### config.mk
export PLATFORM = sky130hd
export DESIGN_NAME = prog_mem_loader
export DESIGN_NICKNAME = d
export VERILOG_FILES = /design/src/rtl/prog_mem_loader.sv
export SDC_FILE = /design/constraint.sdc
export NUM_CORES = 1
export LEC_CHECK = 0
export CAP_MARGIN = 40
export CORE_MARGIN = 2
export CORE_UTILIZATION = 50
export CTS_BUF_LIST = sky130_fd_sc_hd__clkbuf_8
export DETAILED_ROUTE_END_ITERATION = 12
export HOLD_SLACK_MARGIN = 0.1
export PLACE_DENSITY_LB_ADDON = 0.08
export SYNTH_ARGS = -nofsm -noshare
export SYNTH_HDL_FRONTEND = slang
export SYNTH_SLANG_ARGS = --single-unit
export TNS_END_PERCENT = 30
### constraint.sdc
create_clock -name clk -period 1.99 [get_ports clk]
set_input_delay 0.398 -clock clk [delete_from_list [all_inputs] [get_ports clk]]
set_output_delay 0.398 -clock clk [all_outputs]
set_load 0.03 [all_outputs]
### src/rtl/prog_mem_loader.sv
// prog_mem_loader
// ---------------
// Writable 16x8 program memory with a byte-stream load controller for the
// 4-bit CPU. A host streams a 16-byte program over a valid/ready byte port
// while the CPU is held halted. When the image is complete, the controller
// releases the CPU with a one-cycle restart pulse. The CPU then fetches
// through a combinational 4-bit-address / 8-bit-data read port.
//
// Optional feature macro: PROG_MEM_LOADER_CHECKSUM_EN
//   defined   : a 17th byte must equal the 8-bit sum of the 16 program bytes.
//               A mismatch parks the controller in ERR with ld_err=1.
//   undefined : the 16th byte goes straight to RUN, and ld_err is tied to 0.
//
// Ports
//   clk          system clock, rising edge
//   rst_n        asynchronous active-low reset
//   cpu_addr     CPU fetch address (PC)
//   cpu_data     instruction at cpu_addr; 8'h00 unless running
//   cpu_halt     1 = CPU must not advance PC/registers
//   cpu_restart  one-cycle pulse when the CPU is released
//   ld_start     begin (or abort and restart) a load session
//   ld_valid     ld_data carries a byte
//   ld_data      program or checksum byte
//   ld_ready     controller accepts a byte this cycle
//   ld_count     bytes accepted in the current session
//   ld_err       last session failed its checksum

module prog_mem_loader (
  input  logic       clk,
  input  logic       rst_n,
  input  logic [3:0] cpu_addr,
  output logic [7:0] cpu_data,
  output logic       cpu_halt,
  output logic       cpu_restart,
  input  logic       ld_start,
  input  logic       ld_valid,
  input  logic [7:0] ld_data,
  output logic       ld_ready,
  output logic [4:0] ld_count,
  output logic       ld_err
);

`ifdef PROG_MEM_LOADER_CHECKSUM_EN
  typedef enum logic [2:0] {
    ST_HALT,
    ST_LOAD,
    ST_CHECK,
    ST_RUN,
    ST_ERR
  } state_t;
`else
  typedef enum logic [2:0] {
    ST_HALT,
    ST_LOAD,
    ST_RUN,
    ST_ERR
  } state_t;
`endif

  state_t     state;
  state_t     next_state;
  logic [7:0] mem [16];
  logic [4:0] count_q;
  logic       restart_q;
  logic       session_clear;
  logic       mem_we;
  logic       enter_run;

`ifdef PROG_MEM_LOADER_CHECKSUM_EN
  logic [7:0] sum_q;
  logic       err_q;
  logic       check_hs;
  logic       enter_err;
`endif

  // State register. Reset parks the controller in HALT with the CPU held.
  always_ff @(posedge clk or negedge rst_n) begin
    if (!rst_n) begin
      state <= ST_HALT;
    end else begin
      state <= next_state;
    end
  end

  // Next-state and control decode. A handshake only counts when ld_start is
  // low, because ld_start in LOAD/CHECK aborts the session and the byte
  // offered in the same cycle has to be thrown away. ld_ready and cpu_halt
  // depend only on the state so the host never sees a combinational path
  // from its own inputs.
  always_comb begin
    next_state    = state;
    ld_ready      = 1'b0;
    cpu_halt      = 1'b1;
    session_clear = 1'b0;
    mem_we        = 1'b0;
    enter_run     = 1'b0;
`ifdef PROG_MEM_LOADER_CHECKSUM_EN
    check_hs      = 1'b0;
    enter_err     = 1'b0;
`endif
    case (state)
      ST_HALT, ST_ERR: begin
        if (ld_start) begin
          next_state    = ST_LOAD;
          session_clear = 1'b1;
        end
      end
      ST_RUN: begin
        cpu_halt = 1'b0;
        if (ld_start) begin
          next_state    = ST_LOAD;
          session_clear = 1'b1;
        end
      end
      ST_LOAD: begin
        ld_ready = 1'b1;
        if (ld_start) begin
          next_state    = ST_LOAD;
          session_clear = 1'b1;
        end else if (ld_valid) begin
          mem_we = 1'b1;
          if (count_q[3:0] == 4'd15) begin
`ifdef PROG_MEM_LOADER_CHECKSUM_EN
            next_state = ST_CHECK;
`else
            next_state = ST_RUN;
            enter_run  = 1'b1;
`endif
          end
        end
      end
`ifdef PROG_MEM_LOADER_CHECKSUM_EN
      ST_CHECK: begin
        ld_ready = 1'b1;
        if (ld_start) begin
          next_state    = ST_LOAD;
          session_clear = 1'b1;
        end else if (ld_valid) begin
          check_hs = 1'b1;
          if (ld_data == sum_q) begin
            next_state = ST_RUN;
            enter_run  = 1'b1;
          end else begin
            next_state = ST_ERR;
            enter_err  = 1'b1;
          end
        end
      end
`endif
      default: begin
        next_state = ST_HALT;
      end
    endcase
  end

  // Memory, byte counter, running sum and flags. The reset clears the image
  // too, so a session interrupted by reset cannot leave stale bytes behind.
  // The restart pulse is registered from the transition into RUN, which makes
  // it line up with the first cycle cpu_halt is low.
  always_ff @(posedge clk or negedge rst_n) begin
    if (!rst_n) begin
      for (int i = 0; i < 16; i++) begin
        mem[i] <= 8'h00;
      end
      count_q   <= 5'd0;
      restart_q <= 1'b0;
`ifdef PROG_MEM_LOADER_CHECKSUM_EN
      sum_q     <= 8'h00;
      err_q     <= 1'b0;
`endif
    end else begin
      restart_q <= enter_run;
      if (session_clear) begin
        count_q <= 5'd0;
`ifdef PROG_MEM_LOADER_CHECKSUM_EN
        sum_q   <= 8'h00;
        err_q   <= 1'b0;
`endif
      end else if (mem_we) begin
        mem[count_q[3:0]] <= ld_data;
        count_q           <= count_q + 5'd1;
`ifdef PROG_MEM_LOADER_CHECKSUM_EN
        sum_q             <= sum_q + ld_data;
`endif
      end
`ifdef PROG_MEM_LOADER_CHECKSUM_EN
      else if (check_hs) begin
        count_q <= count_q + 5'd1;
        if (enter_err) begin
          err_q <= 1'b1;
        end
      end
`endif
    end
  end

  // CPU read port. It is gated to zero whenever the CPU is not running, so a
  // half-written image never reaches the fetch path.
  always_comb begin
    cpu_data = 8'h00;
    if (state == ST_RUN) begin
      cpu_data = mem[cpu_addr];
    end
  end

  assign cpu_restart = restart_q;
  assign ld_count    = count_q;
`ifdef PROG_MEM_LOADER_CHECKSUM_EN
  assign ld_err      = err_q;
`else
  assign ld_err      = 1'b0;
`endif

endmodule

==> impl_metrics.ini <==
[setup_path]
reg2reg_slack_ns = 0.06
r2r_start = state[1]
crit_top_cell = buf_4
slowest_stage = dlygate4sd2_1
crit_required_ns = 1.59
cp_data_arrival_time_ns = 1.91
crit_type = in2out
critPathLaunchType = primary input
r2r_cells = 8
critical-path-max-stage-delay_ns = 0.33
cp_max_fo = 6
rr_endpoint = mem[18]
critPathCaptureType = primary output
crit_chain = dlygate4sd2_1, nor2b_1, buf_4, buf_4, a22o_1, o31ai_2, buf_4

[place]
pre_cts_ws_ns = -0.9296
place_area_sq_mm = 0.007353
place_inst = 686
hpwl_um = 10890
portBuffers = 31
gp_congestion = 0.9090

[logic_synthesis]
synthArstFlopShare = 1.000
synth_top_family_by_area = multiplexers
synth-seq-cells = 136
synth-compound-area-share = 0.03883
yosys_warnings = 0
synth_xor_area_frac = 0.003978
synth-main-ff-cell = dfrtp_1
ys_seq_area_frac = 0.5152
synth_area_sq_mm = 0.006605
synth-simple-area-share = 0.08164
synthAdderAreaFrac = 0.01326
synth_nets = 491
synthMuxAreaShare = 0.3182
syn_inst = 468
avgSynthCellArea_sq_um = 14.11
synth_edf_count = 0
yosysUniqueCellTypes = 37

[cts]
cts_made_buffers = 17
cts_root_buf = clkbuf_8
path_clk_slew_ns = 0.08
cts_max_level = 4
clk_latency_ns = 0.46
clock_sink_count = 136
clock_path_buffers = 2
cts_tree = yes

[timing]
setup_violations = 8
max_freq_mhz = 432.7
relSlewSlack = 0.5507
layout_setup_ws_ns = -0.3210
grt_setup_unrepaired = yes
fin_hold_ws_ns = 0.4400
clock_skew_ns = 0.01128
finalSetupTns_ns = -1.939
finalCriticalPeriod_ns = 2.311
hold_viol_final = 0
worst_slew_pin_slew_ns = 0.6718
fin_crit_sh = 1.161
slew_viol_final = 0

[finish]
final_cells = 724
mostFrequentLayoutCells = 136 x dfrtp_1, 118 x mux2_2, 48 x mux2i_1
antennaDiodeCount = 0
fin_util = 0.6248
drive_gt1_frac = 0.4819
final_area_sq_mm = 0.007981
syn_to_final_growth_pct = 20.84
nFillCells = 1019
layout_commonest_cell = dfrtp_1
nNetsFinal = 562

[die]
die_w_um = 118.9
rows = 41
die_height_um = 118.9
core_region_area_sq_mm = 0.01277
dieArea_sq_mm = 0.01415
start_util = 0.5171
io_pins = 33

[drt]
wire_per_inst_um = 21.37
first_pass_iters = 4
via_count = 4059
ant_nets = 0
drt_iter0_drc = 266
drcViolationCount = 0
wirelength_um = 15480
viasPerCell = 5.606

[grt]
grt.overflow.total = 0
antenna_found_initial = 0
grt_use_total = 0.2333
grt_pass1_vias = 4341
grt_max_degree = 55
grt_pass1_wl_um = 24380

[pwr]
p_leak_nw = 4.053
ir_drop_mv = 0.5143
power.density_mw_per_mm2 = 841.3
power.total_mw = 6.715

[outcome]
status = complete, but fails checks
violations = negative setup slack

[job]
maxCapViolCount = 0

[hold_path]
hold_class = in2async
critical path: cells and delay by family:
family | cells | cell delay (ns)
and+or+nand+nor | 1 | 0.18
buffers and inverters | 4 | 0.87
AOI/OAI and AO/OA | 2 | 0.46
registers in the layout, summed over array words and instances (netlist names):
register / count
ld_count: 5
cpu_restart: 1
mem: 128
state: 2
worst max path at each step:
stage                     start           to  slack [ns]  cells past startpoint
floorplan           cpu_addr[2]  cpu_data[3]       0.004                      6
global placement    cpu_addr[2]  cpu_data[3]       -0.82                      6
detailed placement  cpu_addr[2]  cpu_data[3]       -0.93                      6
CTS                    state[0]  cpu_data[5]       -0.33                      9
global route           state[0]  cpu_data[5]       -0.42                      9
finish              cpu_addr[1]  cpu_data[5]       -0.32                      7
routing by layer:
| layer | share of wire | wire length, um | up-vias | global-route usage |
|---|---|---|---|---|
| met5 | 0 | 0 | - | 0 |
| met4 | 0.015 | 235 | 0 | 0.07589 |
| met3 | 0.034 | 531 | 18 | 0.05939 |
| met2 | 0.51 | 7935 | 90 | 0.3879 |
| met1 | 0.44 | 6773 | 2107 | 0.2989 |
| li1 | - | - | 1844 | - |
final cells by class:
class | instances | area (sq um) | area share
repair buffers | 78 | 760.7 | 0.09531
clock buffers | 18 | 247.7 | 0.03104
well taps | 172 | 215.2 | 0.02696
multi-input cells | 300 | 3159 | 0.3958
inverters | 6 | 22.52 | 0.002822
clock inverters | 14 | 172.7 | 0.02163
flip-flops and latches | 136 | 3403 | 0.4264
synthesized netlist by cell type, drive strengths merged (6+ instances only):
cell type,number,area share
mux4,8,0.027
buf,15,0.019
dfrtp,136,0.52
o21ai,7,0.0053
a22oi,22,0.025
inv,6,0.0034
ha,7,0.013
mux2,128,0.22
nor2,18,0.035
clkbuf,11,0.0063
mux2i,48,0.073
nand2,18,0.014
nand3,15,0.014
nand2b,7,0.0066
power by group:
group / leakage [nW] / internal (mW) / switching, mW / total [mW]
logic: 1.98 / 0.531 / 0.577 / 1.11
clock network: 0.209 / 1.28 / 1.16 / 2.44
registers: 1.86 / 3.03 / 0.142 / 3.17
total: 4.05 / 4.84 / 1.88 / 6.71
cells by family after synthesis:
family	after synthesis
AO/OA/AOI/OAI	38
other	1
buffers and inverters	32
flip-flops	136
adder cells (fa/ha/maj)	7
XOR/XNOR	3
AND/OR/NAND/NOR	67
multiplexers	184
what timing repair did:
item                                    CTS  global route
gates resized for setup                  47            21
pin swaps                                 2            10
hold buffers                              1             0
setup buffers                             2             3
hold endpoints to repair                 43             0
endpoints found under the setup margin   21           104
(Power assumes the default switching activity.)
